===== src/rtl/ifid_queue.sv =====
// ifid_queue: IF->ID decoupling queue.
//   A DEPTH-entry circular buffer of {pc,inst} pairs between the fetch unit (producer) and the
//   decode/issue stage (consumer), with valid/ready handshakes on both sides and a synchronous
//   flush for discarding wrong-path instructions after a redirect.
//
// Ports:
//   clk, rst      clock; synchronous active-high reset
//   i_if_valid    fetch presents {i_if_pc, i_if_inst}
//   o_if_ready    queue can accept a push (not full)
//   o_id_valid    head entry valid (not empty)
//   o_id_pc/inst  head entry, show-ahead; RESET_PC/NOP_INST when empty
//   i_id_ready    ID consumes the head this cycle
//   i_flush       drop every entry, including a same-cycle push
//   o_count       occupancy, 0..DEPTH
module ifid_queue #(
  parameter int unsigned          ADDR_W   = 32,
  parameter int unsigned          INST_W   = 32,
  parameter int unsigned          DEPTH    = 2,
  parameter logic [INST_W-1:0]    NOP_INST = 32'h0000_0013,
  parameter logic [ADDR_W-1:0]    RESET_PC = '0
) (
  input  logic                       clk,
  input  logic                       rst,
  input  logic                       i_if_valid,
  input  logic [ADDR_W-1:0]          i_if_pc,
  input  logic [INST_W-1:0]          i_if_inst,
  output logic                       o_if_ready,
  output logic                       o_id_valid,
  output logic [ADDR_W-1:0]          o_id_pc,
  output logic [INST_W-1:0]          o_id_inst,
  input  logic                       i_id_ready,
  input  logic                       i_flush,
  output logic [$clog2(DEPTH+1)-1:0] o_count
);

  localparam int unsigned PTR_W = $clog2(DEPTH);
  localparam int unsigned CNT_W = $clog2(DEPTH + 1);

  localparam logic [CNT_W-1:0] CountFull = CNT_W'(DEPTH);
  localparam logic [CNT_W-1:0] CountOne  = CNT_W'(1);
  localparam logic [PTR_W-1:0] PtrOne    = PTR_W'(1);

  // Storage is not reset; contents are only ever observed through count_q.
  logic [ADDR_W-1:0] pc_mem_q   [DEPTH];
  logic [ADDR_W-1:0] pc_mem_d   [DEPTH];
  logic [INST_W-1:0] inst_mem_q [DEPTH];
  logic [INST_W-1:0] inst_mem_d [DEPTH];

  logic [PTR_W-1:0] rd_ptr_q, rd_ptr_d;
  logic [PTR_W-1:0] wr_ptr_q, wr_ptr_d;
  logic [CNT_W-1:0] count_q,  count_d;

  logic full, empty;
  logic push, pop;

  // Handshake status comes from registered state only, so o_if_ready has no path from
  // i_id_ready and a full queue refuses a push even when ID pops in the same cycle.
  assign full  = (count_q == CountFull);
  assign empty = (count_q == '0);

  assign push = i_if_valid & ~full;
  assign pop  = ~empty & i_id_ready;

  // Storage write; a flushed push never lands.
  always_comb begin
    pc_mem_d   = pc_mem_q;
    inst_mem_d = inst_mem_q;
    if (push && !i_flush) begin
      pc_mem_d[wr_ptr_q]   = i_if_pc;
      inst_mem_d[wr_ptr_q] = i_if_inst;
    end
  end

  // Pointer and occupancy update. Pointers wrap naturally since DEPTH is a power of two.
  always_comb begin
    rd_ptr_d = rd_ptr_q;
    wr_ptr_d = wr_ptr_q;
    count_d  = count_q;
    if (i_flush) begin
      // Resynchronise the read side to the write side; push/pop this cycle are discarded.
      rd_ptr_d = wr_ptr_q;
      count_d  = '0;
    end else begin
      if (push) begin
        wr_ptr_d = wr_ptr_q + PtrOne;
      end
      if (pop) begin
        rd_ptr_d = rd_ptr_q + PtrOne;
      end
      if (push && !pop) begin
        count_d = count_q + CountOne;
      end else if (pop && !push) begin
        count_d = count_q - CountOne;
      end
    end
  end

  always_ff @(posedge clk) begin
    if (rst) begin
      rd_ptr_q <= '0;
      wr_ptr_q <= '0;
      count_q  <= '0;
    end else begin
      rd_ptr_q <= rd_ptr_d;
      wr_ptr_q <= wr_ptr_d;
      count_q  <= count_d;
    end
  end

  always_ff @(posedge clk) begin
    pc_mem_q   <= pc_mem_d;
    inst_mem_q <= inst_mem_d;
  end

  // Show-ahead head; forced to a harmless NOP at RESET_PC while empty.
  always_comb begin
    o_id_pc   = RESET_PC;
    o_id_inst = NOP_INST;
    if (!empty) begin
      o_id_pc   = pc_mem_q[rd_ptr_q];
      o_id_inst = inst_mem_q[rd_ptr_q];
    end
  end

  assign o_if_ready = ~full;
  assign o_id_valid = ~empty;
  assign o_count    = count_q;

endmodule

===== config.mk =====
export PLATFORM = sky130hd
export DESIGN_NAME = ifid_queue
export DESIGN_NICKNAME = d
export VERILOG_FILES = /design/src/rtl/ifid_queue.sv
export SDC_FILE = /design/constraint.sdc
export NUM_CORES = 1
export LEC_CHECK = 0
export CORE_MARGIN = 10
export CORE_UTILIZATION = 48
export DETAILED_ROUTE_END_ITERATION = 6
export PLACE_DENSITY = 0.88
export SKIP_CTS_REPAIR_TIMING = 1
export SYNTH_ARGS = -nofsm -noshare
export SYNTH_HDL_FRONTEND = slang
export SYNTH_SLANG_ARGS = --single-unit

===== constraint.sdc =====
create_clock -name clk -period 7.1 [get_ports clk]
set_input_delay 1.42 -clock clk [delete_from_list [all_inputs] [get_ports clk]]
set_output_delay 1.42 -clock clk [all_outputs]
set_load 0.03 [all_outputs]

==> impl_metrics.env <==
export IMPL_status="finished, final reports clean"
export IMPL_clockBufferDepth=2
export IMPL_finalCriticalPeriod_ns=4.30
export IMPL_synth_xor_area_frac=0.00523
export IMPL_netSwitchingPower_uw=469
export IMPL_pwr_share_clk=0.416
export IMPL_whs_path_depth=2
export IMPL_holdCritStartpoint="wr_ptr_q$_SDFFE_PP0N_"
export IMPL_yosys_warnings=0
export IMPL_worst_slew_pin_slew_ns=1.13
export IMPL_multiInputGateArea_um2=1030
export IMPL_drive_gt1_frac=0.0815
export IMPL_internal_power_mw=1.57
export IMPL_r2r_end="inst_mem_q[12]$_DFFE_PP_"
export IMPL_switching_share=0.230
export IMPL_synth_mux_area_frac=0.127
export IMPL_syn_inst=296
export IMPL_design_area_um2=7110
export IMPL_vdd_drop_max_uv=180
export IMPL_h_tree_depth=4
export IMPL_cts_sinks=132
export IMPL_fmax_ghz=0.232
export IMPL_port_buffers=136
export IMPL_place_gp_congestion=0.712
export IMPL_cp_slowest_cell="clkdlybuf4s50_1"
export IMPL_critPathBufInv=3
export IMPL_fin_crit_sh=0.606
export IMPL_p_leak_nw=2.39
export IMPL_firstDrtPassIters=5
export IMPL_slew_headroom=0.247
export IMPL_arrival_ns=2.88
export IMPL_root_buffer="clkbuf_8"
export IMPL_syn_num_nets=366
export IMPL_hold_violations=0
export IMPL_grt_pass1_wl_um=16500
export IMPL_avgRoutedWirePerCell_um=18.2
export IMPL_required_ns=5.68
export IMPL_synth_area_per_cell_um2=17.0
export IMPL_vias_per_cell=5.02
export IMPL_drc=0
export IMPL_crit_start="o_count[1]$_SDFFE_PP0P_"
export IMPL_path_class="flop to output port"
export IMPL_yosysSeqAreaShare=0.780
export IMPL_ys_ff_latch=132
export IMPL_synth_distinct_cells=19
export IMPL_setup_viol=0
export IMPL_syn_cell_area_um2=5030
export IMPL_start_kind="flop"
export IMPL_vias=2963
export IMPL_end_kind="output port"
export IMPL_finClkSkew_ns=0.00837
export IMPL_seqPwrFrac=0.449
export IMPL_synth_compound_area_frac=0.0105
export IMPL_crit_chain="nor2_4, buf_4, inv_1, nand2_1, clkdlybuf4s50_1"
export IMPL_antenna_cells=0
export IMPL_clkSlewWorstSetupHoldPaths_ns=0.05
export IMPL_regArea_um2=3930
export IMPL_grt_pass1_vias=3257
export IMPL_drtIter0Drc=166
export IMPL_final_cell_mix="clkdlybuf4s50_1, edfxtp_1, mux2i_1"
export IMPL_synth_top_family_by_area="multiplexers"
export IMPL_overflow=0
export IMPL_grt_use_total=0.146
export IMPL_maxSlewViolCount=0
export IMPL_post_route_util=0.692
export IMPL_nets=511
export IMPL_p_per_area_nw_per_um2=286
export IMPL_antenna_found_initial=0
export IMPL_area_growth_pct=41.5
export IMPL_min_to="wr_ptr_q$_SDFFE_PP0N_"
export IMPL_regToRegSetupSlack_ns=5.04
export IMPL_fill_cells=692
export IMPL_core_um2=10300
export IMPL_start_util=0.489
export IMPL_maxCapViolations=0
export IMPL_slowest_delay_ns=0.70
export IMPL_die_w_um=122
export IMPL_fin_setup_tns_ns=0
export IMPL_cp_top_family="buffers and inverters"
export IMPL_cts_made_buffers=17
export IMPL_synthSimpleGateAreaFrac=0.0555
export IMPL_p_comb_frac=0.135
export IMPL_grt_start_max_net_pins=66
export IMPL_ios=137
export IMPL_hold_path_class="flop to flop"
export IMPL_tritoncts="yes"
export IMPL_reg2reg_depth=4
export IMPL_ant_nets=0
export IMPL_synth_fa_ha_area_frac=0.00249
export IMPL_layout_commonest_cell="clkdlybuf4s50_1"
export IMPL_die_area_um2=15000
export IMPL_dpl_cell_area_um2=6530
export IMPL_fp_dieH_um=122
export IMPL_clk_latency_ns=0.51
export IMPL_worstReg2RegStart="o_count[0]$_SDFFE_PP0P_"
export IMPL_wl_um=10700
export IMPL_num_rows=37
export IMPL_path_max_fanout=34
export IMPL_hpwl_um=7080
export IMPL_grt_setup_unrepaired="no"
## how the worst max path moves through the flow
| stage | to | cells past startpoint |
|---|---|---|
| after CTS | o_id_inst[0] | 5 |
| after detailed placement | o_id_inst[0] | 5 |
| after floorplan | inst_mem_q[0]$_DFFE_PP_ | 2 |
| final | o_id_inst[0] | 5 |
| after global routing | o_id_inst[0] | 5 |
| after global placement | o_id_inst[1] | 5 |
## power by group through the flow
| stage | combinational, mW | clock (mW) | sequential [mW] |
|---|---|---|---|
| 2_1_floorplan | 0.157 | 0 | 0.918 |
| 3_3_place_gp | 0.273 | 0 | 0.927 |
| 3_5_place_dp | 0.278 | 0 | 0.929 |
| 4_1_cts | 0.280 | 0.865 | 0.913 |
| 5_1_grt | 0.292 | 0.901 | 0.916 |
| 6_report | 0.275 | 0.846 | 0.913 |
## registers in the layout, indices dropped and copies added (netlist names)
name        count
o_count         2
wr_ptr_q        1
pc_mem_q       64
inst_mem_q     64
rd_ptr_q        1
## through the flow
stage	instances	power, mW	worst slack (ns)	hold slack, ns
after CTS	590	2.06	2.72	0.612
after global routing	590	2.11	2.62	0.630
after floorplan	296	1.07	0.685	0.553
final	590	2.03	2.80	0.609
after global placement	558	1.20	3.40	0.572
after detailed placement	558	1.21	3.29	0.599
## final cells by class
class / instances / area share
Sequential cell: 132 / 0.552
Timing Repair Buffer: 139 / 0.195
Multi-Input combinational cell: 147 / 0.145
Clock buffer: 23 / 0.0642
Tap cell: 136 / 0.0239
Clock inverter: 9 / 0.0183
Inverter: 4 / 0.00211
## metal layers
layer | global-route usage | share of wire | vias up
met2 | 0.243 | 0.52 | 108
met5 | 0 | 0 | -
li1 | - | - | 1393
met4 | 0.0803 | 0.022 | 0
met1 | 0.153 | 0.37 | 1443
met3 | 0.0629 | 0.082 | 19
## tightest hold or removal path, delay by kind of cell (launching register included)
family / cells / cell delay (ns)
AOI/OAI and AO/OA: 1 / 0.15
DFF: 1 / 0.33
and+or+nand+nor: 1 / 0.10
## Yosys cell counts
cell / instances / area [um2]
edfxtp_1: 128 / 3840
mux2i_1: 64 / 641
nor2_1: 63 / 236
buf_2: 8 / 40.0
buf_4: 5 / 37.5
dfxtp_1: 4 / 80.1
inv_1: 4 / 15.0
nand2_1: 4 / 15.0
nor3_1: 3 / 15.0
xor2_1: 3 / 26.3
o21ai_0: 2 / 10.0
a211oi_2: 1 / 12.5
a21o_1: 1 / 7.51
a21oi_1: 1 / 5.00
a311oi_1: 1 / 8.76
a31o_2: 1 / 8.76
ha_1: 1 / 12.5
nand2b_1: 1 / 6.26
or3_1: 1 / 6.26
## cells by family (layout without fill, tap and decap cells)
kind of cell / count (synthesis) / after routing
DFF: 132 / 132
muxes: 64 / 64
xor gates and xnor gates: 3 / 3
AOI/OAI and AO/OA: 7 / 7
and+or+nand+nor: 72 / 72
buffers and inverters: 17 / 175
adders and majority gates: 1 / 1
(Power assumes the default switching activity.)
